**src/rtl/fp_div_if.sv**
```systemverilog
// Operand/result handshake bundle for the iterative binary32 divider.
// master = operand source / result sink, slave = divider.
interface fp_div_if;
  logic        in_vld;
  logic        in_rdy;
  logic [31:0] a;
  logic [31:0] b;
  logic        quot_vld;
  logic [31:0] quot;
  logic        div_by_zero;

  modport master (
    output in_vld, a, b,
    input  in_rdy, quot_vld, quot, div_by_zero
  );

  modport slave (
    input  in_vld, a, b,
    output in_rdy, quot_vld, quot, div_by_zero
  );
endinterface

```
**src/rtl/fp_div.sv**
```systemverilog
// Iterative binary32 divider: one restoring quotient bit per cycle, truncation
// rounding, flush-to-zero; accept-to-result latency is fixed at 26 edges.
//
//   state | meaning
//   ------+-------------------------------------------------------------
//   IDLE  | in_rdy high, waiting for in_vld
//   DIV   | 25 restoring iterations, one quotient bit per cycle
//   NORM  | normalize, apply special cases, register result, pulse valid
module fp_div (
  input  logic    clk,
  input  logic    rst_n,
  fp_div_if.slave bus
);

  typedef enum logic [1:0] {
    IDLE = 2'd0,
    DIV  = 2'd1,
    NORM = 2'd2
  } state_t;

  state_t             state;
  state_t             state_nxt;

  logic               sign;
  logic signed [9:0]  exp_r;
  logic [25:0]        rem;
  logic [23:0]        dsr;
  logic               za;
  logic               zb;
  logic [24:0]        q;
  logic [4:0]         cnt;

  logic               accept;
  logic               rem_ge;
  logic signed [9:0]  e;
  logic [22:0]        mant;
  logic [31:0]        res;
  logic               res_dbz;

  assign bus.in_rdy = (state == IDLE);
  assign accept     = bus.in_vld && bus.in_rdy;
  assign rem_ge     = (rem >= {2'b00, dsr});

  always_ff @(posedge clk or negedge rst_n) begin
    if (!rst_n) state <= IDLE;
    else        state <= state_nxt;
  end

  always_comb begin
    state_nxt = state;
    case (state)
      IDLE:    if (bus.in_vld) state_nxt = DIV;
      DIV:     if (cnt == 5'd0) state_nxt = NORM;
      NORM:    state_nxt = IDLE;
      default: state_nxt = IDLE;
    endcase
  end

  always_ff @(posedge clk or negedge rst_n) begin
    if (!rst_n) begin
      sign  <= 1'b0;
      exp_r <= '0;
      rem   <= '0;
      dsr   <= '0;
      za    <= 1'b0;
      zb    <= 1'b0;
      q     <= '0;
      cnt   <= '0;
    end else if (accept) begin
      sign  <= bus.a[31] ^ bus.b[31];
      exp_r <= {2'b00, bus.a[30:23]} - {2'b00, bus.b[30:23]} + 10'd127;
      rem   <= {2'b00, 1'b1, bus.a[22:0]};
      dsr   <= {1'b1, bus.b[22:0]};
      za    <= (bus.a[30:23] == 8'd0);
      zb    <= (bus.b[30:23] == 8'd0);
      q     <= '0;
      cnt   <= 5'd24;
    end else if (state == DIV) begin
      // rem stays below 2*dsr, so the shifted-out MSB is always zero
      if (rem_ge) rem <= (rem - {2'b00, dsr}) << 1;
      else        rem <= rem << 1;
      q   <= {q[23:0], rem_ge};
      cnt <= cnt - 5'd1;
    end
  end

  // q lies in (0.5, 2): q[24] set means the quotient is already normalized
  always_comb begin
    e    = q[24] ? exp_r : exp_r - 10'sd1;
    mant = q[24] ? q[23:1] : q[22:0];
    res_dbz = 1'b0;
    if (za && zb) begin
      res     = 32'h7FC0_0000;
      res_dbz = 1'b1;
    end else if (zb) begin
      res     = {sign, 8'hFF, 23'h0};
      res_dbz = 1'b1;
    end else if (za) begin
      res = {sign, 31'h0};
    end else if (e >= 10'sd255) begin
      res = {sign, 8'hFF, 23'h0};
    end else if (e <= 10'sd0) begin
      res = {sign, 31'h0};
    end else begin
      res = {sign, e[7:0], mant};
    end
  end

  always_ff @(posedge clk or negedge rst_n) begin
    if (!rst_n) begin
      bus.quot_vld    <= 1'b0;
      bus.quot        <= '0;
      bus.div_by_zero <= 1'b0;
    end else begin
      bus.quot_vld <= (state == NORM);
      if (state == NORM) begin
        bus.quot        <= res;
        bus.div_by_zero <= res_dbz;
      end
    end
  end

endmodule

```
**src/flat_wrapper.sv**
```systemverilog
// flat-port wrapper written by rule: the top's interface ports become plain ports
module fp_div_flat 
  (clk, rst_n, bus_in_vld, bus_a, bus_b, bus_in_rdy, bus_quot_vld, bus_quot, bus_div_by_zero);
  fp_div_if bus_i ();
  input  logic clk;
  input  logic rst_n;
  input wire logic [$bits(bus_i.in_vld)-1:0] bus_in_vld;
  input wire logic [$bits(bus_i.a)-1:0] bus_a;
  input wire logic [$bits(bus_i.b)-1:0] bus_b;
  output wire logic [$bits(bus_i.in_rdy)-1:0] bus_in_rdy;
  output wire logic [$bits(bus_i.quot_vld)-1:0] bus_quot_vld;
  output wire logic [$bits(bus_i.quot)-1:0] bus_quot;
  output wire logic [$bits(bus_i.div_by_zero)-1:0] bus_div_by_zero;
  assign bus_i.in_vld = bus_in_vld;
  assign bus_i.a = bus_a;
  assign bus_i.b = bus_b;
  assign bus_in_rdy = bus_i.in_rdy;
  assign bus_quot_vld = bus_i.quot_vld;
  assign bus_quot = bus_i.quot;
  assign bus_div_by_zero = bus_i.div_by_zero;
  fp_div u_core (.clk(clk), .rst_n(rst_n), .bus(bus_i));
endmodule
```
**config.mk**
```make
export PLATFORM = sky130hd
export DESIGN_NAME = fp_div_flat
export DESIGN_NICKNAME = d
export VERILOG_FILES = /design/src/rtl/fp_div_if.sv /design/src/rtl/fp_div.sv /design/src/flat_wrapper.sv
export SDC_FILE = /design/constraint.sdc
export NUM_CORES = 1
export LEC_CHECK = 0
export CAP_MARGIN = 20
export CORE_MARGIN = 4
export CORE_UTILIZATION = 58
export CTS_BUF_LIST = sky130_fd_sc_hd__clkbuf_8
export CTS_CLUSTER_DIAMETER = 200
export DETAILED_ROUTE_END_ITERATION = 10
export PLACE_DENSITY = 0.85
export SETUP_SLACK_MARGIN = 0.1
export SYNTH_ARGS = -nofsm -noshare
export SYNTH_HDL_FRONTEND = slang
export SYNTH_SLANG_ARGS = --single-unit
```
**constraint.sdc**
```tcl
create_clock -name clk -period 3.35 [get_ports clk]
set_clock_uncertainty 0.1 [all_clocks]
set_input_delay 0.67 -clock clk [delete_from_list [all_inputs] [get_ports clk]]
set_output_delay 0.67 -clock clk [all_outputs]
set_load 0.05 [all_outputs]
```
== After elaboration in Yosys (flattened, before gate mapping) ==
Index checks and enable logic that the tools add are counted.

* Latch bits: 0
* Bits in writable memories: 0
* Bits in registers: 129
* Memories: 0
* ROM bits: 0
* Input bits: 67

* Multiplexer cells: 19
* Div/mod/pow operators: 0
* Bitwise logic cells: 1
* Eq/ne operators: 4
* Multipliers: 0
* Reduce and logical (&&, ||, !) cells: 8
* $lt $le $gt $ge: 3
* Add/subtract/negate cells: 5
* Shift operators: 0

{| class="wikitable"
|+ Operators by type and width
! cell !! count
|-
| 2-to-1 mux 31 bit || 4
|-
| 2-to-1 mux 26 bit || 3
|-
| 2-to-1 mux 25 bit || 2
|-
| 2-to-1 mux 32 bit || 1
|-
| greater-or-equal comparator 26 x 24 -> 1 bit || 1
|-
| subtractor 25 x 24 -> 25 bit || 1
|-
| 2-to-1 mux 23 bit || 1
|-
| logical NOT 8 bit || 2
|-
| adder 10 x 7 -> 10 bit, second input constant || 1
|-
| greater-or-equal comparator 10 x 9 -> 1 bit, second input constant || 1
|-
| <= comparator 10 x 1 -> 1 bit, second input constant || 1
|-
| 2-to-1 mux 10 bit || 1
|-
| 2-to-1 mux 5 bit || 2
|-
| subtractor 10 x 2 -> 10 bit, second input constant || 1
|-
| subtractor 8 x 8 -> 9 bit || 1
|-
| logical NOT 5 bit || 1
|-
| subtractor 5 x 1 -> 5 bit, second input constant || 1
|-
| 2-to-1 mux 2 bit || 2
|-
| case mux 2 bit (2 select lines) || 1
|-
| == test 2 x 1 -> 1 bit, second input constant || 1
|-
| == test 2 bit, second input constant || 1
|-
| logical AND 1 bit || 2
|-
| logical NOT 2 bit || 1
|-
| 2-to-1 mux 1 bit || 2
|-
| 5 further kinds || 5
|}

== Longest topological paths before layout ==
* Depth in word-level cells: 8
* Depth in mapped cells: 14
* Depth with buffers taken out: 13

== Worst setup path after synthesis ==
No wires, ideal clock.

* Kind: register -> register
* Start: register u_core.dsr[0]
* End: register u_core.rem[25]
* Arrival: 2.624 ns
* Slack: 0.490 ns
* Library setup time: 0.136 ns
* Clock period less this slack: 2.860 ns
* Buffers on the path: 0
* Cell stages (with the launch flop): 12
* Cell sequence: dfrtp_1 > ha_1 > fa_1 > nor2b_1 > o31a_1 > nor3_1 > o311ai_0 > a21oi_1 > o31a_1 > o311ai_0 > xor2_1 > o21ai_0

* Word-level cells in the longest chain between the ends: 4

{| class="wikitable"
|+ RTL lines
! element !! RTL line !! text
|-
| from (decl) || fp_div.sv:27 || <nowiki>logic [23:0] dsr;</nowiki>
|-
| from (signal assigned) || fp_div.sv:73 || <nowiki>dsr <= {1'b1, bus.b[22:0]};</nowiki>
|-
| subtractor 25 x 24 -> 25 bit / greater-or-equal comparator 26 x 24 -> 1 bit (equally long branches) || fp_div.sv:80, fp_div.sv:42 ||
|-
| 2-to-1 mux 26 bit (*) || fp_div.sv:80 || <nowiki>if (rem_ge) rem <= (rem - {2'b00, dsr}) << 1;</nowiki>
|-
| 2-to-1 mux 26 bit (*) || fp_div.sv:78 || <nowiki>end else if (state == DIV) begin</nowiki>
|-
| 2-to-1 mux 26 bit (*) || fp_div.sv:69 || <nowiki>end else if (accept) begin</nowiki>
|-
| to (signal assigned) || fp_div.sv:72 || <nowiki>rem <= {2'b00, 1'b1, bus.a[22:0]};</nowiki>
|-
| to (signal assigned) || fp_div.sv:80 ||
|-
| to (signal assigned) || fp_div.sv:81 || <nowiki>else rem <= rem << 1;</nowiki>
|-
| to (decl) || fp_div.sv:26 || <nowiki>logic [25:0] rem;</nowiki>
|}

Every way passes the cells marked *; elsewhere a longest branch is shown, timed or not. The select of a mux whose other input is x is not followed.
A chain may end at the register's enable or synchronous reset.

== Worst setup path after layout ==
Same ends and word-level chain as after synthesis.

==> results.md <==
- Hold Slack: 0.0449 ns
- I/O Buffers: 101
- Largest net degree at the start of global routing: about 110
- R2R Path End: u_core.rem[25]
- Drt first pass iters: 5
- Synthesis Warnings: 0
- Worst r2r src: u_core.dsr[0]
- Fmax achieved: around 330 MHz
- Max IR drop VDD: 0.688 mV
- HP Class: in -> async
- Fin area: around 9300 um^2
- Async SR Flop Fraction: 100%
- Sequential share of the synthesized area: 42.0%
- Post-Syn Area per Cell: 8.81 um^2
- Chip height: 123 um
- Clock root buffer: clkbuf_8
- Critical Path End: u_core.rem[25]
- Area growth syn-to-layout: 21.5%
- Hold buffers post-CTS: 0
- GR Overflow Total: 0
- Period utilization: about nine tenths
- Floorplan row count: 41
- Place WS: -0.168 ns
- Share of cells above drive strength 1: 9.51%
- Detail Route Antenna Nets: 0
- Placed Instance Area: 8900 um^2
- Met3 Use GR: about 4.5%
- Startpoint types: flip-flop
- Critical path required time: 3.58 ns
- Clock sinks: ~130
- Gr busiest metal: met2
- Final setup viols: 0
- Mapped Cells: 873
- Pwr/cell area: 1010 nW/um^2
- Setup CP Type: reg -> reg
- Util after Layout: 73.1%
- Vias/cell: 5.69
- Crit. Startpoint: u_core.dsr[0]
- Most frequent cells in the layout: nand2_1, dfrtp_1, clkdlybuf4s50_1
- Max-Cap Viols: 0
- Worst Tran Pin Value: approximately 0.60 ns
- RSZ-0062 raised after global routing: no
- Most common cell after layout, fill and taps aside: nand2_1
- Worst EP arrival: 3.24 ns
- Crit-path max FO: 4
- Io pins: 102
- First-pass GRT wire length: roughly 29 mm
- Final hold vios: 0
- Final nets: roughly 1,100
- Post-synth cell types: 63
- Via count: 6,538
- Post-CTS Repair Setup Buffers: 0
- Antenna diodes: 0
- Die ar.: 15,200 um^2
- Met2 Track Usage GR: approximately two fifths
- Detailed-route DRC error count: 0
- Core Area: 12,800 um^2
- Fin. max-slew vios: 0
- Final Power: 9.45 mW
- Number of synthesized flops with an enable pin: 0
- Worst setup margin: 0.344 ns
- Synthesized area: 7690 um^2
- Ys flop type: dfrtp_1
- Worst reg2reg setup slack: approximately 0.34 ns
- Antenna violations before repair: 0
- GRT Overall Usage: 23.8%
- TritonCTS Buffers: 17
- Avg WL per Cell: 14.9 um
- Worst-Skew Late Latency: around 0.45 ns
- Rel. slew slack: 60.2%
- CTS max path bufs: 2
- H-tree level count: 4
- Initial Util: 60.2%
- CTS tree: done
- Crit. End Element: flip-flop
- M1 GR Usage: 31.1%
- Clock slew at reported path FFs: 0.08 ns
- Final wirelength: 17.1 mm
- PostCTS Resize Cnt: 0
- Iteration-0 DRC Markers: 462
- Post-synth net total: 978
- Leakage Power: a little over 4 nW
- Worst R2R Path Depth: 11
- Seq cells post-synth: 129
- Vias in the first global route: about 6,300
- Final GP Congestion: about 0.86
- Final HPWL DP: about 12 mm
- Minimum clock period: 3.01 ns
- Die width: 123 um
- Status: finished clean
[worst min-delay path by stage]
| stage | startpoint | end | cells after the start |
|---|---|---|---|
| after floorplan | rst_n | u_core.bus.div_by_zero | 0 |
| after global placement | u_core.dsr[23] | u_core.dsr[23] | 2 |
| after detailed placement | u_core.dsr[23] | u_core.dsr[23] | 2 |
| after CTS | rst_n | u_core.bus.quot[13] | 1 |
| after global routing | rst_n | u_core.bus.quot[3] | 1 |
| final | rst_n | u_core.bus.quot[12] | 1 |
[area by class of cell]
class	count	area (um^2)
inverters	53	199
repair buffers	119	1180
clock buffers	17	234
clock inverters	15	185
multi-input cells	645	4100
fillers	952	3430
flip-flops and latches	129	3230
well taps	172	215
[registers in the layout, summed over array words and instances (netlist names), 2 cells and up]
| signal | count |
|---|---|
| u_core.bus.quot | 32 |
| u_core.dsr | 24 |
| u_core.cnt | 5 |
| u_core.q | 25 |
| u_core.rem | 26 |
| u_core.exp_r | 10 |
| u_core.state | 2 |
[per-stage QoR]
| step | cells | setup TNS, ns |
|---|---|---|
| 6_report | 1150 | 0 |
| 5_1_grt | 1150 | 0 |
| 3_5_place_dp | 1118 | -0.513 |
| 2_1_floorplan | 873 | 0 |
| 4_1_cts | 1150 | 0 |
| 3_3_place_gp | 1118 | -0.142 |
[per-layer routing]
layer	vias to the layer above	part of all wire (%)
met4	0	2.0
met5	-	0
met3	32	4.8
met2	175	49
li1	3230	-
met1	3101	45
[cell usage after synthesis (11+ instances only)]
cell type	instances	area share (%)
nand2_1	158	7.7
dfrtp_1	129	42
o21ai_0	96	6.2
inv_1	53	2.6
a21oi_1	45	2.9
nor2_1	43	2.1
clkbuf_1	38	1.9
mux2i_1	38	4.9
ha_1	36	5.9
xnor2_1	25	2.8
o21ai_2	20	2.3
nand3_1	17	1.1
nor3_1	14	0.91
xor2_1	11	1.3
[power breakdown]
part           switching, mW  internal, mW  leakage (nW)
registers              0.433          2.16          1.56
clock network          0.659         0.745         0.206
logic                   3.13          2.32          2.34
total                   4.22          5.23          4.10
[logic make-up (layout without fill, tap and decap cells)]
group,count (synthesis),in the layout,share of synthesized area [%]
simple gates,290,290,17.2
compound gates,239,239,19.7
flops,129,129,42.0
buf+inv,99,204,5.08
mux,41,41,5.39
fa+ha+maj,38,38,6.38
xor+xnor,37,37,4.31
[worst max-delay path, stage by stage, from the launching register on]
cell and delay [ns]:
dfrtp_1 0.39, ha_1 0.23, fa_1 0.40, nor2b_1 0.16, o31a_1 0.19, nor3_2 0.07
o311ai_1 0.35, a21oi_2 0.15, o31a_1 0.30, o311ai_1 0.29, xor2_1 0.16, o21ai_0 0.09
Power figures use the tool's default switching activity.
